[src/rtl/trim_sweep_pkg.sv]
// State encoding shared by the trim sweep generator.
// Encodings are plain constants so legacy tools can use them; the enum wraps them for RTL use.
package trim_sweep_pkg;

   localparam logic [1:0] S_IDLE  = 2'd0;
   localparam logic [1:0] S_LOAD  = 2'd1;
   localparam logic [1:0] S_SHIFT = 2'd2;
   localparam logic [1:0] S_GAP   = 2'd3;

   typedef enum logic [1:0] {
      ST_IDLE  = S_IDLE,
      ST_LOAD  = S_LOAD,
      ST_SHIFT = S_SHIFT,
      ST_GAP   = S_GAP
   } state_e;

endpackage

[src/rtl/trim_clk_div.sv]
// Half-period divider: tick on the last cycle of each half period, phase 0 = first half, 1 = second half.
// phase_nxt exposes the value phase takes after the coming edge so the caller can register ENCLK.
module trim_clk_div #(
   parameter int HALF_DIV = 25000000
) (
   input  logic clk,
   input  logic rst,
   input  logic clr,
   output logic tick,
   output logic phase,
   output logic phase_nxt
);

   localparam int CNT_W = (HALF_DIV > 1) ? $clog2(HALF_DIV) : 1;
   localparam logic [CNT_W-1:0] CNT_MAX = CNT_W'(HALF_DIV - 1);

   logic [CNT_W-1:0] cnt_q, cnt_d;
   logic             phase_q, phase_d;

   assign tick      = (cnt_q == CNT_MAX);
   assign phase     = phase_q;
   assign phase_nxt = phase_d;

   always_comb begin
      cnt_d   = cnt_q + CNT_W'(1);
      phase_d = phase_q;
      if (clr) begin
         cnt_d   = '0;
         phase_d = 1'b0;
      end else if (tick) begin
         cnt_d   = '0;
         phase_d = ~phase_q;
      end
   end

   always_ff @(posedge clk) begin
      if (rst) begin
         cnt_q   <= '0;
         phase_q <= 1'b0;
      end else begin
         cnt_q   <= cnt_d;
         phase_q <= phase_d;
      end
   end

endmodule

[src/rtl/trim_sweep_gen.sv]
// Trim-code sweep generator: shifts CODE_START..CODE_END out as framed words on ENCLK/DOUT.
// Define TRIM_SWEEP_PARITY_EN to append an even-parity bit to every frame.
module trim_sweep_gen
   import trim_sweep_pkg::*;
#(
   parameter int CODE_W    = 12,
   parameter int HALF_DIV  = 25000000,
   parameter int GAP_BITS  = 2,
   parameter int MSB_FIRST = 0
) (
   input  logic              CLK50,
   input  logic              RST,
   input  logic              START,
   input  logic              STOP,
   input  logic              CONT,
   input  logic [CODE_W-1:0] CODE_START,
   input  logic [CODE_W-1:0] CODE_END,
   output logic              ENCLK,
   output logic              DOUT,
   output logic [CODE_W-1:0] TRIMCODE,
   output logic              BUSY,
   output logic              FRAME_DONE,
   output logic              SWEEP_DONE
);

`ifdef TRIM_SWEEP_PARITY_EN
   localparam int FRAME_W = CODE_W + 1;
`else
   localparam int FRAME_W = CODE_W;
`endif
   localparam logic [31:0] LAST_BIT = 32'(FRAME_W - 1);
   localparam logic [31:0] LAST_GAP = 32'(GAP_BITS - 1);

   state_e              state_q, state_d;
   logic [CODE_W-1:0]   code_q, code_d, start_q, start_d, end_q, end_d, trim_q, trim_d;
   logic                cont_q, cont_d;
   logic [FRAME_W-1:0]  sreg_q, sreg_d, frame;
   logic [31:0]         bit_cnt_q, bit_cnt_d;
   logic                dout_q, dout_d, enclk_q, enclk_d;
   logic                div_clr, tick, phase, phase_nxt, bit_end;

   trim_clk_div #(.HALF_DIV(HALF_DIV)) u_div (
      .clk       (CLK50),
      .rst       (RST),
      .clr       (div_clr),
      .tick      (tick),
      .phase     (phase),
      .phase_nxt (phase_nxt)
   );

   // Divider restarts from zero at every LOAD so each frame begins on a clean bit boundary.
   assign div_clr  = (state_q == ST_IDLE) || (state_q == ST_LOAD);
   assign bit_end  = tick && phase;
   assign ENCLK    = enclk_q;
   assign DOUT     = dout_q;
   assign TRIMCODE = trim_q;
   assign BUSY     = (state_q != ST_IDLE);

   // frame[i] is the i-th bit placed on the wire.
   always_comb begin
      frame = '0;
      for (int i = 0; i < CODE_W; i++)
         frame[i] = (MSB_FIRST != 0) ? code_q[CODE_W-1-i] : code_q[i];
`ifdef TRIM_SWEEP_PARITY_EN
      frame[CODE_W] = ^code_q;
`endif
   end

   always_comb begin
      state_d    = state_q;
      code_d     = code_q;
      start_d    = start_q;
      end_d      = end_q;
      cont_d     = cont_q;
      trim_d     = trim_q;
      sreg_d     = sreg_q;
      bit_cnt_d  = bit_cnt_q;
      dout_d     = dout_q;
      FRAME_DONE = 1'b0;
      SWEEP_DONE = 1'b0;
      case (state_q)
         ST_IDLE: begin
            if (START && !STOP) begin
               start_d = CODE_START;
               end_d   = CODE_END;
               cont_d  = CONT;
               code_d  = CODE_START;
               state_d = ST_LOAD;
            end
         end
         ST_LOAD: begin
            trim_d    = code_q;
            sreg_d    = frame >> 1;
            dout_d    = frame[0];
            bit_cnt_d = '0;
            state_d   = ST_SHIFT;
         end
         ST_SHIFT: begin
            if (bit_end) begin
               if (bit_cnt_q == LAST_BIT) begin
                  FRAME_DONE = 1'b1;
                  dout_d     = 1'b0;
                  bit_cnt_d  = '0;
                  state_d    = ST_GAP;
               end else begin
                  dout_d    = sreg_q[0];
                  sreg_d    = sreg_q >> 1;
                  bit_cnt_d = bit_cnt_q + 32'd1;
               end
            end
         end
         ST_GAP: begin
            if (bit_end) begin
               if (bit_cnt_q == LAST_GAP) begin
                  bit_cnt_d = '0;
                  state_d   = ST_LOAD;
                  if (code_q != end_q) begin
                     code_d = code_q + CODE_W'(1);
                  end else if (cont_q) begin
                     code_d = start_q;
                  end else begin
                     SWEEP_DONE = 1'b1;
                     state_d    = ST_IDLE;
                  end
               end else begin
                  bit_cnt_d = bit_cnt_q + 32'd1;
               end
            end
         end
         default: state_d = ST_IDLE;
      endcase
      // An abort wins over everything, including a completion pulse due this cycle.
      if (STOP && (state_q != ST_IDLE)) begin
         state_d    = ST_IDLE;
         dout_d     = 1'b0;
         bit_cnt_d  = '0;
         FRAME_DONE = 1'b0;
         SWEEP_DONE = 1'b0;
      end
      enclk_d = (state_d == ST_SHIFT) && phase_nxt;
   end

   always_ff @(posedge CLK50) begin
      if (RST) begin
         state_q   <= ST_IDLE;
         trim_q    <= '0;
         bit_cnt_q <= '0;
         dout_q    <= 1'b0;
         enclk_q   <= 1'b0;
      end else begin
         state_q   <= state_d;
         trim_q    <= trim_d;
         bit_cnt_q <= bit_cnt_d;
         dout_q    <= dout_d;
         enclk_q   <= enclk_d;
      end
      code_q  <= code_d;
      start_q <= start_d;
      end_q   <= end_d;
      cont_q  <= cont_d;
      sreg_q  <= sreg_d;
   end

endmodule

[config.mk]
export PLATFORM = sky130hd
export DESIGN_NAME = trim_sweep_gen
export DESIGN_NICKNAME = d
export VERILOG_FILES = /design/src/rtl/trim_sweep_pkg.sv /design/src/rtl/trim_clk_div.sv /design/src/rtl/trim_sweep_gen.sv
export SDC_FILE = /design/constraint.sdc
export NUM_CORES = 1
export LEC_CHECK = 0
export CORE_MARGIN = 5
export CORE_UTILIZATION = 40
export DETAILED_ROUTE_END_ITERATION = 7
export PLACE_DENSITY_LB_ADDON = 0.2
export SLEW_MARGIN = 20
export SYNTH_ARGS = -nofsm -noshare
export SYNTH_HDL_FRONTEND = slang
export SYNTH_SLANG_ARGS = --single-unit
[constraint.sdc]
create_clock -name CLK50 -period 6 [get_ports CLK50]
set_input_delay 0.9 -clock CLK50 [delete_from_list [all_inputs] [get_ports CLK50]]
set_output_delay 0.9 -clock CLK50 [all_outputs]
set_load 0.05 [all_outputs]
==> results of run 1 <==
power by group:
part / internal (W) / switching [W] / total, W
Sequential: 0.000882 / 0.0000156 / 0.000898
Clock: 0.000687 / 0.000361 / 0.00105
Combinational: 0.0000433 / 0.0000536 / 0.0000969
Total: 0.00161 / 0.000430 / 0.00204
kinds of logic (layout without fill, tap and decap cells):
group / after synthesis / in the layout
buffers and inverters: 48 / 97
adders and majority gates: 5 / 5
DFF: 122 / 122
xor gates and xnor gates: 71 / 71
and+or+nand+nor: 255 / 255
AOI/OAI and AO/OA: 51 / 51
muxes: 24 / 24
area by class of cell:
type,instances,share of cell area (%)
flip-flops and latches,122,42.2
clock inverters,8,1.52
well taps,180,3.25
clock buffers,24,7.46
multi-input cells,406,37.6
repair buffers,51,7.26
inverters,14,0.759
worst min path at each step:
stage / endpoint / cells after the start
final: TRIMCODE[10] / 2
after global routing: TRIMCODE[10] / 2
after CTS: TRIMCODE[10] / 2
after detailed placement: TRIMCODE[10] / 2
after global placement: u_div.cnt_q[0] / 1
after floorplan: u_div.cnt_q[0] / 1
critical path, stage by stage (launching register included):
cell and delay, ns:
dfxtp_1 0.37, ha_1 0.22, and4_1 0.27, nand2_1 0.10
nor3_1 0.33, ha_1 0.39, nand2_1 0.11, nor4b_1 0.47
clkdlybuf4s50_1 0.91
Yosys cell counts (5+ instances only):
cell / count
a21oi_1: 16
and3_1: 5
and4_1: 11
clkbuf_1: 28
dfxtp_1: 74
edfxtp_1: 48
ha_1: 5
inv_1: 14
mux2_2: 11
mux2i_1: 13
nand2_1: 68
nand3_1: 22
nand4_1: 17
nor2_1: 43
nor3_1: 42
nor4_1: 17
o21ai_0: 14
or2_2: 5
xnor2_1: 46
xor2_1: 25
per-stage QoR:
stage                     cells  hold WS, ns  util [%]  setup WS (ns)  power (W)
after global placement      772        0.445      45.1           1.98    0.00101
after floorplan             576        0.430         -           1.55   0.000968
final                       805        0.454      49.7           1.52    0.00204
after detailed placement    772        0.447      45.1           1.97    0.00101
after CTS                   804        0.455      49.6           1.50    0.00207
after global routing        805        0.480      49.7           1.25    0.00211
sequential cells by signal, indices dropped and copies added (netlist names):
register     count
code_q          12
sreg_q          11
state_q          2
cont_q           1
u_div.cnt_q     25
ENCLK            1
u_div.phase      1
end_q           12
bit_cnt_q       32
DOUT             1
TRIMCODE        12
start_q         12
per-layer routing:
metal,global-route usage [%],up-vias,routed length [um]
li1,-,2124,-
met1,20.5,2032,6250
met2,24.8,73,5710
met3,4.49,8,481
met4,5.38,0,108
met5,0,-,0
==> results.md, run 1 <==
- Max Freq: 223 MHz
- Syn nets: 610
- Synth Cell Area: 0.00571 mm^2
- DR WL/cell: 15.6 um
- GRT overflow: 0
- Port Buf Inserts: 45
- Max transition margin: 34.9%
- CTS tree: yes
- Multi-input logic area: 0.00260 mm^2
- Die ar.: 0.0168 mm^2
- CP Class: reg -> out
- Worst setup EP type: output pin
- N_diodes: 0
- Final period utilization: 74.6%
- R2r setup slk: 2.50 ns
- Crit path to: SWEEP_DONE
- Synth top area cells: dfxtp_1 26%, edfxtp_1 25%, xnor2_1 7.1%
- Adder-cell area share of the yosys netlist: 1.10%
- Min-Delay Path Class: reg -> reg
- VDD IR max: 0.000216 V
- DRC viols: 0
- YS warnings: 0
- DIE WIDTH: 129 um
- Share of cells above drive strength 1: 10.4%
- Largest net degree at the start of global routing: 31
- Post-Route WL: 12600 um
- Most common cell after layout, fill and taps aside: dfxtp_1
- Post-synth ARST share: 0%
- Pins Over Slew Limit: 0
- GRT Total Usage: 15.6%
- Max Cap Viol: 0
- FF+latch area: 0.00292 mm^2
- Final setup viols: 0
- Postcts setup bufs: 0
- Worst path required time: 5.10 ns
- Number of global-route vias before repair: 4134
- Vias per inst: 5.26
- Clk buf depth: 2
- Antenna viol nets, final: 0
- I/O pin count: 46
- HPWL after DPL: 8620 um
- Post-synth EDFFs: 48
- Maximum fanout along the worst path: 9
- Starting Density: 41.0%
- # H-tree levels: 4
- Sequential area share after synthesis: 51.2%
- Nets: 646
- #FFs+latches synth: 122
- Compound-Gate Fraction of Synth Area: 5.94%
- Sum Neg Setup Slack: 0 ns
- Area Overhead vs Synth: 21.3%
- CORE AREA: 0.0139 mm^2
- # fillers: 1263
- P per Cell Area: 295 mW/mm^2
- Post-synth top area share: 25.9%
- Static Leak: 2.32 nW
- Clock net sink count: 122
- Vias: 4237
- Pre-antenna DRT Iters: 4
- TritonCTS Buffers: 17
- Min Tclk post-route: 4.48 ns
- Clock Latency Late Sink: 0.41 ns
- Area leader, netlist: dfxtp_1
- Final GP Congestion: 0.816
- Post-synthesis mux area share: 4.45%
- Hold-fix buffer count after cts: 0
- Min-delay src: TRIMCODE[10]
- Root Driver: clkbuf_16
- Status: finished, final reports clean
- 1st-iter DRT viols: 283
- Die Height: 129 um
- Initial antenna violation count: 0
- R2R Path Start: u_div.cnt_q[0]
- Cell row count: 43
- Post-synth top flop: dfxtp_1
- Clock skew: 0.0116 ns
- Final hold violations: 0
- Post-CTS resize count: 0
- Worst Reg-to-Reg Cells: 10
- Simple-Gate Fraction of Synth Area: 23.1%
- RSZ-0062 raised after global routing: no
- Critical path startpoint category: flop
- Design area: 0.00693 mm^2
- R2R Path End: bit_cnt_q[31]
- Clock transition at path regs: 0.06 ns
- Largest family of logic cells by synthesized area: simple AND/OR/NAND/NOR gates
- Synth Instances: 576
- Most frequent cells in the layout: 74 x dfxtp_1, 68 x nand2_1, 48 x edfxtp_1
- Synth unique cells: 52
- WP data arrival: 3.58 ns
- First-pass GRT wire length: 20500 um
- Worst Tran Pin Value: 0.976 ns
- Post-synthesis average cell area: 9.91 um^2
- Post-Synth XOR/XNOR Area: 10.9%
- Worst Setup SP: u_div.cnt_q[0]
- Placed cell areas: 0.00629 mm^2
Note: power is estimated with default switching activity, not from simulation.
==> run 2: changes to the inputs <==
==> constraint.sdc (replaced) <==
create_clock -name CLK50 -period 4.6 [get_ports CLK50]
set_input_delay 0.69 -clock CLK50 [delete_from_list [all_inputs] [get_ports CLK50]]
set_output_delay 0.69 -clock CLK50 [all_outputs]
set_load 0.05 [all_outputs]
==> run 2 against run 1 <==
  * Largest power group unchanged
  * First-iteration DRC count fell by 9.9%
  * Die area did not move
  * Critical path depth increased by 1
  * Final area fell by 0.13%
  * Largest cell class unchanged
  * Sequential cell count unchanged
  * Critical path type unchanged
  * Routed wire length is 0.66% lower
  * Combinational power is 30% higher
  * Sequential share of layout area is 0.053 points higher
==> results.md, run 2 (synthesis results as in run 1) <==
- Status: finished, final reports clean
- RSZ-0062 raised after global routing: no
- Maximum fanout along the worst path: 9
- Hold depth: 2
- Clock net sink count: 122
- Max transition margin: 37.5%
- R2r setup slk: 1.19 ns
- VDD IR max: 0.000211 V
- Clock Latency Late Sink: 0.41 ns
- Post-CTS resize count: 0
- Vias per inst: 5.32
- Clock share of power: 50.9%
- Vias: 4281
- M1 GR Usage: 21.7%
- GRT Total Usage: 15.7%
- GRT overflow: 0
- Antenna viol nets, final: 0
- WP data arrival: 3.47 ns
- FF+latch area: 0.00292 mm^2
- Initial antenna violation count: 0
- Critical path startpoint category: flop
- Pre-antenna DRT Iters: 4
- CP peak stage delay: 0.83 ns
- R2R Path Start: u_div.cnt_q[0]
- Total Power: 0.00264 W
- N_diodes: 0
- Cells along the critical path: ha_1, and4_1, nand2_1, nor3_1, ha_1, nand2_1, or2_2, nor2_1, clkdlybuf4s50_1
- P_sw: 0.000564 W
- Nets: 646
- Final Util: 49.7%
- Max Cap Viol: 0
- Clock transition at path regs: 0.06 ns
- Most common cell after layout, fill and taps aside: dfxtp_1
- Sum Neg Setup Slack: 0 ns
- Max Freq: 240 MHz
- CP Class: reg -> out
- Largest net degree at the start of global routing: 30
- Root Driver: clkbuf_16
- P per Cell Area: 382 mW/mm^2
- Pint: 0.00208 W
- Post-Route WL: 12500 um
- Starting Density: 41.0%
- CTS tree: yes
- Cell row count: 43
- CP max-delay cell: clkdlybuf4s50_1
- Biggest register: bit_cnt_q
- Postcts setup bufs: 0
- Placed cell count: 772
- First-pass GRT wire length: 20700 um
- Min-delay src: TRIMCODE[10]
- DRC viols: 0
- # H-tree levels: 4
- Most frequent cells in the layout: 74 x dfxtp_1, 68 x nand2_1, 48 x edfxtp_1
- WHS Endpoint: TRIMCODE[10]
- Min-Delay Path Class: reg -> reg
- Static Leak: 2.33 nW
- Number of global-route vias before repair: 4183
- GRT busiest layer: met2
- DR WL/cell: 15.5 um
- Worst Tran Pin Value: 0.935 ns
- Min Tclk post-route: 4.16 ns
- R2R Path End: bit_cnt_q[18]
- Final setup viols: 0
- # fillers: 1257
- Power share of the combinational group: 4.8%
- DIE WIDTH: 129 um
- Die ar.: 0.0168 mm^2
- Multi-input logic area: 0.00260 mm^2
- Max FFs per register: 32
- Sw frac: 21.4%
- Final period utilization: 90.5%
- Final GP Congestion: 0.793
- CORE AREA: 0.0139 mm^2
- 1st-iter DRT viols: 255
- Die Height: 129 um
- Sequential power share: 44.3%
- HPWL after DPL: 8600 um
- I/O pin count: 46
- Met2 GRT Util: 24.2%
- Area Overhead vs Synth: 21.2%
- Hold slack: 0.453 ns
- TritonCTS Buffers: 17
- Hold-fix buffer count after cts: 0
- Post-route insts no fill: 805
- Final hold violations: 0
- Port Buf Inserts: 45
- Routing usage on met3: 4.37%
- Worst setup EP type: output pin
- Clock skew: 0.00936 ns
- Worst path required time: 3.91 ns
- Regs by FF count: bit_cnt_q (32), u_div.cnt_q (25)
- Share of cells above drive strength 1: 10.4%
- Clk buf depth: 2
- Worst Reg-to-Reg Cells: 10
- Pins Over Slew Limit: 0
## run 2: cell count changes in the layout (fill, tap and decap cells not counted)
cell,delta
clkbuf_4,-1
clkinv_2,+1
clkbuf_8,+1
clkbuf_16,-1
dlymetal6s2s_1,+1
clkdlybuf4s50_1,-1
inv_4,-1
clkinv_4,+1
## run 2: layer usage
metal  wire length [um]  share of wire [%]  vias up
li1                   -                  -     2131
met1               5990                 48     2041
met2               5750                 46       99
met3                627                5.0       10
met4                108               0.87        0
met5                  0                  0        -
## run 2: area by class of cell
type / count / area share, %
clock inverters: 9 / 1.63
well taps: 180 / 3.25
flip-flops and latches: 122 / 42.2
multi-input cells: 406 / 37.6
repair buffers: 51 / 7.31
clock buffers: 23 / 7.20
inverters: 14 / 0.759
## run 2: worst max path at each step
stage                        start         end  slack (ns)  depth (start not counted)
detailed placement  u_div.cnt_q[0]  SWEEP_DONE        0.73                          8
floorplan               state_q[0]   code_q[0]        0.15                          6
finish              u_div.cnt_q[0]  FRAME_DONE        0.44                          9
CTS                 u_div.cnt_q[0]  SWEEP_DONE        0.24                          8
global route        u_div.cnt_q[0]  FRAME_DONE        0.23                          9
global placement    u_div.cnt_q[0]  SWEEP_DONE        0.80                          8
## run 2: critical path, delay by kind of cell, from the launching register on
family	cells	cell delay (ns)
adder cells (fa/ha/maj)	2	0.61
AND/OR/NAND/NOR	6	1.24
flip-flops	1	0.38
buffers and inverters	1	0.83
## run 2: power by group through the flow
| stage | Sequential (W) | Combinational [W] | Clock, W |
|---|---|---|---|
| floorplan | 0.00120 | 0.0000663 | 0 |
| global route | 0.00117 | 0.000139 | 0.00143 |
| CTS | 0.00117 | 0.000127 | 0.00137 |
| global placement | 0.00119 | 0.000125 | 0 |
| detailed placement | 0.00119 | 0.000127 | 0 |
| finish | 0.00117 | 0.000126 | 0.00134 |
## run 2: through the flow
step | area (um^2) | setup WS [ns]
global placement | 6290 | 0.799
detailed placement | 6290 | 0.728
floorplan | 5710 | 0.150
global route | 6920 | 0.229
CTS | 6900 | 0.236
finish | 6920 | 0.437
==> run 3: changes to the inputs <==
--- a/config.mk
+++ b/config.mk
@@ -5,6 +5,7 @@
 export SDC_FILE = /design/constraint.sdc
 export NUM_CORES = 1
 export LEC_CHECK = 0
+export CAP_MARGIN = 40
 export CORE_MARGIN = 5
 export CORE_UTILIZATION = 40
 export DETAILED_ROUTE_END_ITERATION = 7
==> run 3 against run 2 <==
  * Sequential cell count did not move
  * Final cell count rose by 0.12%
  * Routed wire length rose by 0.61%
  * Combinational power barely moved
  * Core utilization fell by 0.37 points
==> results.md, run 3 (synthesis results as in run 1) <==
- Min Tclk post-route: 4.18 ns
- Area Overhead vs Synth: 20.3%
- Clock transition at path regs: 0.05 ns
- Most common cell after layout, fill and taps aside: dfxtp_1
- Antenna viol nets, final: 0
- P_sw: 0.000548 W
- Die Height: 129 um
- Nets: 647
- Final period utilization: 91.0%
- N_diodes: 0
- RSZ-0062 raised after global routing: no
- FF+latch area: 0.00292 mm^2
- I/O pin count: 46
- Power share of the combinational group: 5.0%
- Worst setup EP type: output pin
- DR WL/cell: 15.6 um
- Starting Density: 41.0%
- Pint: 0.00199 W
- Cell row count: 43
- HPWL after DPL: 8750 um
- Pins Over Slew Limit: 0
- Hold slack: 0.452 ns
- Clock skew: 0.00789 ns
- Most frequent cells in the layout: 74 x dfxtp_1, 68 x nand2_1, 48 x edfxtp_1
- Sw frac: 21.6%
- Final hold violations: 0
- Worst Tran Pin Value: 0.797 ns
- DRC viols: 0
- GRT overflow: 0
- WP data arrival: 3.49 ns
- Biggest register: bit_cnt_q
- Clock share of power: 48.8%
- Clock Latency Late Sink: 0.41 ns
- P per Cell Area: 369 mW/mm^2
- Sequential power share: 46.2%
- GRT Total Usage: 16.0%
- Hold-fix buffer count after cts: 0
- Final GP Congestion: 0.793
- # fillers: 1308
- CP peak stage delay: 0.83 ns
- # H-tree levels: 4
- First-pass GRT wire length: 21000 um
- Multi-input logic area: 0.00260 mm^2
- Regs by FF count: bit_cnt_q (32), u_div.cnt_q (25)
- Pre-antenna DRT Iters: 4
- Max Freq: 239 MHz
- CORE AREA: 0.0139 mm^2
- Share of cells above drive strength 1: 10.1%
- Sum Neg Setup Slack: 0 ns
- Clk buf depth: 2
- Number of global-route vias before repair: 4231
- Status: finished, final reports clean
- Vias per inst: 5.34
- Worst path required time: 3.91 ns
- Initial antenna violation count: 0
- CTS tree: yes
- Worst Path Buf+Inv: 1
- Max Cap Viol: 0
- Min-Delay Path Class: reg -> reg
- VDD IR max: 0.000235 V
- Max transition margin: 46.1%
- Maximum fanout along the worst path: 9
- Max FFs per register: 32
- Port Buf Inserts: 45
- Root Driver: clkbuf_16
- Post-route insts no fill: 806
- Post-Route WL: 12500 um
- DIE WIDTH: 129 um
- Vias: 4304
- Clock net sink count: 122
- Final setup viols: 0
- CP max-delay cell: clkdlybuf4s50_1
- Placed cell areas: 0.00631 mm^2
- CP Class: reg -> out
- Design area: 0.00687 mm^2
- 1st-iter DRT viols: 301
- Critical path startpoint category: flop
- Static Leak: 2.31 nW
- Cells along the critical path: ha_1, and4_1, nand2_1, nor3_1, ha_1, nand2_1, or2_2, nor2_1, clkdlybuf4s50_1
- Largest net degree at the start of global routing: 30
- Total Power: 0.00254 W
- CP delay by family, top: simple AND/OR/NAND/NOR gates
- Die ar.: 0.0168 mm^2
- TritonCTS Buffers: 17
- Placed cell count: 774
## run 3: cell count changes in the layout (fill, tap and decap cells not counted), sizes merged
cell    delta
buf        +1
bufinv     -1
clkbuf     +1
clkinv     +1
inv        -1
## run 3: tightest hold or removal path: cells and delay by family (launching register included)
family,cells,cell delay (ns)
compound gates,1,0.05
flops,1,0.30
simple gates,1,0.05
## run 3: path summary, 6_finish.rpt
kind	startpoint	end	slack, ns	cells after the start
min reg2reg	TRIMCODE[1]	TRIMCODE[1]	0.45	2
max reg2reg	u_div.cnt_q[0]	bit_cnt_q[18]	1.19	10
min	TRIMCODE[1]	TRIMCODE[1]	0.45	2
max	u_div.cnt_q[0]	FRAME_DONE	0.42	9
## run 3: layout make-up
type / count / share of cell area [%]
clock buffer: 24 / 7.01
clock inverter: 8 / 1.02
inverter: 14 / 0.765
multi-input combinational: 406 / 37.9
sequential: 122 / 42.6
tap: 180 / 3.28
timing repair buffer: 52 / 7.47
## run 3: layer usage
metal / global-route usage, % / part of all wire (%) / vias up
li1: - / - / 2128
met1: 21.8 / 48 / 2070
met2: 24.8 / 46 / 89
met3: 3.92 / 4.8 / 17
met4: 5.87 / 1.6 / 0
met5: 0 / 0 / -
## run 3: per-stage QoR
step,utilization [%],worst slack [ns]
final,49.3,0.416
after global routing,49.3,0.206
after CTS,49.3,0.202
after detailed placement,45.3,0.681
after global placement,45.1,0.799
after floorplan,-,0.150
## run 3: power by group through the flow
stage	registers, W	clock network [W]	logic [W]
finish	0.00117	0.00124	0.000127
CTS	0.00117	0.00126	0.000129
global placement	0.00119	0	0.000125
floorplan	0.00120	0	0.0000663
global route	0.00117	0.00132	0.000140
detailed placement	0.00119	0	0.000129
## run 3: timing repair
| action | 4_1_cts | 5_1_grt |
|---|---|---|
| gates resized for setup | 0 | 1 |
| setup endpoints to repair | 0 | 1 |
| buffers inserted | 0 | 0 |
==> patch 1: new RTL, flow settings as in run 1 <==
Register the inputs `START`, `STOP`, `CONT`, `CODE_START` and `CODE_END` before use, without a reset. The logic sees them one clock later.
--- a/src/rtl/trim_sweep_gen.sv
+++ b/src/rtl/trim_sweep_gen.sv
@@ -31,4 +31,18 @@
    localparam logic [31:0] LAST_BIT = 32'(FRAME_W - 1);
    localparam logic [31:0] LAST_GAP = 32'(GAP_BITS - 1);
+
+   logic START_q;
+   logic STOP_q;
+   logic CONT_q;
+   logic [CODE_W-1:0] CODE_START_q;
+   logic [CODE_W-1:0] CODE_END_q;
+
+   always_ff @(posedge CLK50) begin
+      START_q      <= START;
+      STOP_q       <= STOP;
+      CONT_q       <= CONT;
+      CODE_START_q <= CODE_START;
+      CODE_END_q   <= CODE_END;
+   end
 
    state_e              state_q, state_d;
@@ -81,9 +95,9 @@
       case (state_q)
          ST_IDLE: begin
-            if (START && !STOP) begin
-               start_d = CODE_START;
-               end_d   = CODE_END;
-               cont_d  = CONT;
-               code_d  = CODE_START;
+            if (START_q && !STOP_q) begin
+               start_d = CODE_START_q;
+               end_d   = CODE_END_q;
+               cont_d  = CONT_q;
+               code_d  = CODE_START_q;
                state_d = ST_LOAD;
             end
@@ -131,5 +145,5 @@
       endcase
       // An abort wins over everything, including a completion pulse due this cycle.
-      if (STOP && (state_q != ST_IDLE)) begin
+      if (STOP_q && (state_q != ST_IDLE)) begin
          state_d    = ST_IDLE;
          dout_d     = 1'b0;
Check against the original RTL: not equivalent (a bounded check fails within 4 cycles, from zero or initial values and one cycle with RST high).
==> patch 1 against run 1 <==
Count of clock-buffer cells in the layout is 5 lower; clock skew is 0.0012 ns lower; sequential cell count is 27 higher; final cell count is 9.8% higher; area after synthesis is 11% higher; combinational power is 32% lower; worst setup slack worse by 0.070 ns; total power is 6.9% higher; final area is 8.6% higher; die area is 10% higher; register-to-register slack better by 0.06 ns; routed wire length is 4.4% higher; critical path type unchanged; largest cell class unchanged.
==> patch 1: results (changes against run 1) <==
* Switching portion of total power at 0.232 (+0.0217)
* M1 WL at 6.34 mm (+1.4%)
* Most common library cells after synthesis: dfxtp_1, nand2_1, nor2_1
* Global-route track usage on met1 at 0.200 (-0.00534)
* Register area at 3460 um^2 (+18%)
* Met2 WL at 6.11 mm (+6.8%)
* Worst Skew at 0.0104 ns (-0.00119 ns)
* Routed wire length at 13.1 mm (+4.4%)
* Adder-Cell Fraction of Synth Area at 0.00988 (-0.00108)
* Xor and xnor area share after synthesis at 0.0857 (-0.0232)
* Combinational group share of total power at 0.030 (-0.017)
* # fillers at 1,445 (+14%)
* Worst R2R Path Depth at 9 (-1)
* Synth Area in Compound Gates at 0.0541 (-0.00525)
* DP HPWL at 9.15 mm (+6.1%)
* WHS at 0.404 ns (-0.0502 ns)
* Top cells by area, synth: dfxtp_1, edfxtp_1, xor2_1
* Hold EP: end_q[9]$_DFFE_PP_
* Hold_sp: CODE_END_q[9]$_DFF_P_
* Placer Congestion at 0.825 (+1.0%)
* Status: completed
* First-pass GRT wire length at 21.8 mm (+6.4%)
* R2r setup slk at 2.56 ns (+0.06 ns)
* Largest net degree at the start of global routing at 26 (-16%)
* PD cells at 290 nW/um^2 (-1.6%)
* Clock-cell share at 0.0773 (-0.0124)
* Syn Area/Cell at 10.3 um^2 (+3.5%)
* WL/cell at 14.8 um (-4.9%)
* Post-synthesis sequential area ratio at 0.547 (+0.0350)
[patch 1: kinds of logic (layout without fill, tap and decap cells)]
kind of cell / after synthesis / after routing
compound gates: 56 / 56
flops: 149 / 149
fa+ha+maj: 5 / 5
xor+xnor: 62 / 62
mux: 25 / 25
buf+inv: 35 / 86
simple gates: 285 / 285
[patch 1: worst max path at each step]
stage	from	to	slack, ns	cells past startpoint
floorplan	u_div.cnt_q[12]$_SDFF_PP0_	FRAME_DONE	2.26	6
global placement	u_div.cnt_q[12]$_SDFF_PP0_	FRAME_DONE	1.99	7
detailed placement	u_div.cnt_q[11]$_SDFF_PP0_	FRAME_DONE	1.90	7
CTS	u_div.cnt_q[12]$_SDFF_PP0_	FRAME_DONE	1.41	7
global route	u_div.cnt_q[11]$_SDFF_PP0_	SWEEP_DONE	1.22	7
finish	u_div.cnt_q[12]$_SDFF_PP0_	SWEEP_DONE	1.45	7
==> patch 2: new RTL, flow settings as in run 1 <==
Without the edit above. `HALF_DIV` is set to 25000000 in 2 places; all go to 50000000.
--- a/src/rtl/trim_clk_div.sv
+++ b/src/rtl/trim_clk_div.sv
@@ -2,5 +2,5 @@
 // phase_nxt exposes the value phase takes after the coming edge so the caller can register ENCLK.
 module trim_clk_div #(
-   parameter int HALF_DIV = 25000000
+   parameter int HALF_DIV = 50000000
 ) (
    input  logic clk,
--- a/src/rtl/trim_sweep_gen.sv
+++ b/src/rtl/trim_sweep_gen.sv
@@ -5,5 +5,5 @@
 #(
    parameter int CODE_W    = 12,
-   parameter int HALF_DIV  = 25000000,
+   parameter int HALF_DIV  = 50000000,
    parameter int GAP_BITS  = 2,
    parameter int MSB_FIRST = 0
Check against the original RTL: no difference found for any inputs over 10 cycles, from zero or initial values and one cycle with RST high; that may be too few to reach the edited logic, so the function may still have changed.
==> patch 2 against run 1 <==
Utilization decreased by 0.69 points; final cell count increased by 4.6%; global-route usage increased by 0.22 points; worst hold slack improved by 0.0016 ns; final area increased by 2.5%; via count increased by 10%; largest cell class unchanged; critical path depth unchanged; worst setup slack got worse by 0.18 ns; clock skew decreased by 0.0041 ns; routed wire length increased by 6.9%; sequential cell count increased by 1; highest routed layer unchanged; total power increased by 6.8%; area after synthesis increased by 2.8%.
==> patch 2: results (changes against run 1) <==
* Synth unique cells at 57 (+9.6%)
* Mapped Nets at 645 (+5.7%)
* GR Util met3 at 0.0386 (-0.00632)
* Max frequency at 215 MHz (-3.9%)
* M1 WL at 6.19 mm (-0.90%)
* Post-synthesis sequential area ratio at 0.501 (-0.0106)
* Post-synth EDFFs at 48 (unchanged)
* Xor and xnor area share after synthesis at 0.0835 (-0.0253)
* Met2 Use GR at 0.250 (+0.00152)
* DRT Pass-1 Iters at 5 (+1)
* Placer Congestion at 0.853 (+4.5%)
* Number of global-route vias before repair at 4,466 (+8.0%)
* Hold path depth at 2 (unchanged)
* Hold_sp: TRIMCODE[0]$_SDFFE_PP0P_
* Place WS at 1.82 ns (-0.148 ns)
* Crit path DAT at 3.76 ns (+0.18 ns)
* DP HPWL at 9.12 mm (+5.8%)
* Critical Path Start: u_div.cnt_q[0]$_SDFF_PP0_
* Worst Tran Pin Value at 0.996 ns (+0.0204 ns)
* Top flop regs: bit_cnt_q: 32 flops, u_div.cnt_q: 26 flops
* Worst Skew at 0.00757 ns (-0.00407 ns)
* Proportion of synthesized area in mux cells at 0.0433 (-0.00121)
* Most common library cells after synthesis: nand2_1, dfxtp_1, nor2_1
* Hold EP: TRIMCODE[0]$_SDFFE_PP0P_
* Largest net degree at the start of global routing at 27 (-13%)
* GR Util All Layers at 0.159 (+0.00222)
* Highest Signal Layer: met4
* Leakage power at 2.48 nW (+7.0%)
* Switching portion of total power at 0.200 (-0.0110)
* Clk slew on worst S/H paths at 0.06 ns (about the same)
* # fillers at 1,335 (+5.7%)
* Vias at 4,659 (+10%)
* Worst R2R Path Depth at 10 (unchanged)
* First-pass GRT wire length at 22.4 mm (+9.4%)
* Status: completed
* CP max FO at 10 (+1)
* Peak VDD IR at 0.211 mV (-2.4%)
* R2r setup slk at 2.70 ns (+0.20 ns)
* Synth Area in Compound Gates at 0.0823 (+0.0229)
* Max Buffers Root-to-Sink at 2 (unchanged)
* Nets at 679 (+5.1%)
* Global-route track usage on met1 at 0.212 (+0.00652)
* Routed wire length at 13.4 mm (+6.9%)
* Post-DP Area at 6420 um^2 (+2.0%)
* Clock group power at 1.18 mW (+12%)
* Adder-Cell Fraction of Synth Area at 0.0107 (-0.000299)
* PD cells at 307 nW/um^2 (+4.3%)
* Port-buffer cells at 45 (unchanged)
* R2R Path End: bit_cnt_q[18]$_SDFFE_PP0P_
* Top cells by area, synth: dfxtp_1, edfxtp_1, xor2_1
* Seq pwr share at 0.414 (-0.026)
* Worst min-delay path category: reg -> reg
* Primary FF master, synth: dfxtp_1
* Detailed Route Iter0 Violations at 416 (+47%)
* WL met3 at 687 um (+43%)
* Layout cells sized above 1 at 0.0866 (-0.0174)
* Met2 WL at 6.37 mm (+11%)
-- patch 2: stage by stage --
step	hold slack [ns]	std cells
after floorplan	0.438	611
after global placement	0.447	810
after detailed placement	0.451	810
after CTS	0.458	842
after global routing	0.481	842
final	0.455	842
-- patch 2: layout make-up --
| class | instances | area (um^2) | area share |
|---|---|---|---|
| clock buffers | 19 | 433 | 0.0610 |
| well taps | 184 | 230 | 0.0324 |
| multi-input cells | 443 | 2710 | 0.382 |
| inverters | 8 | 30.0 | 0.00423 |
| clock inverters | 13 | 246 | 0.0347 |
| repair buffers | 52 | 503 | 0.0709 |
| flip-flops and latches | 123 | 2940 | 0.415 |
-- patch 2: worst max-delay path, delay by kind of cell (launching register included) --
family | cells | cell delay [ns]
simple gates | 5 | 1.51
buf+inv | 1 | 0.90
fa+ha+maj | 2 | 0.52
flops | 1 | 0.40
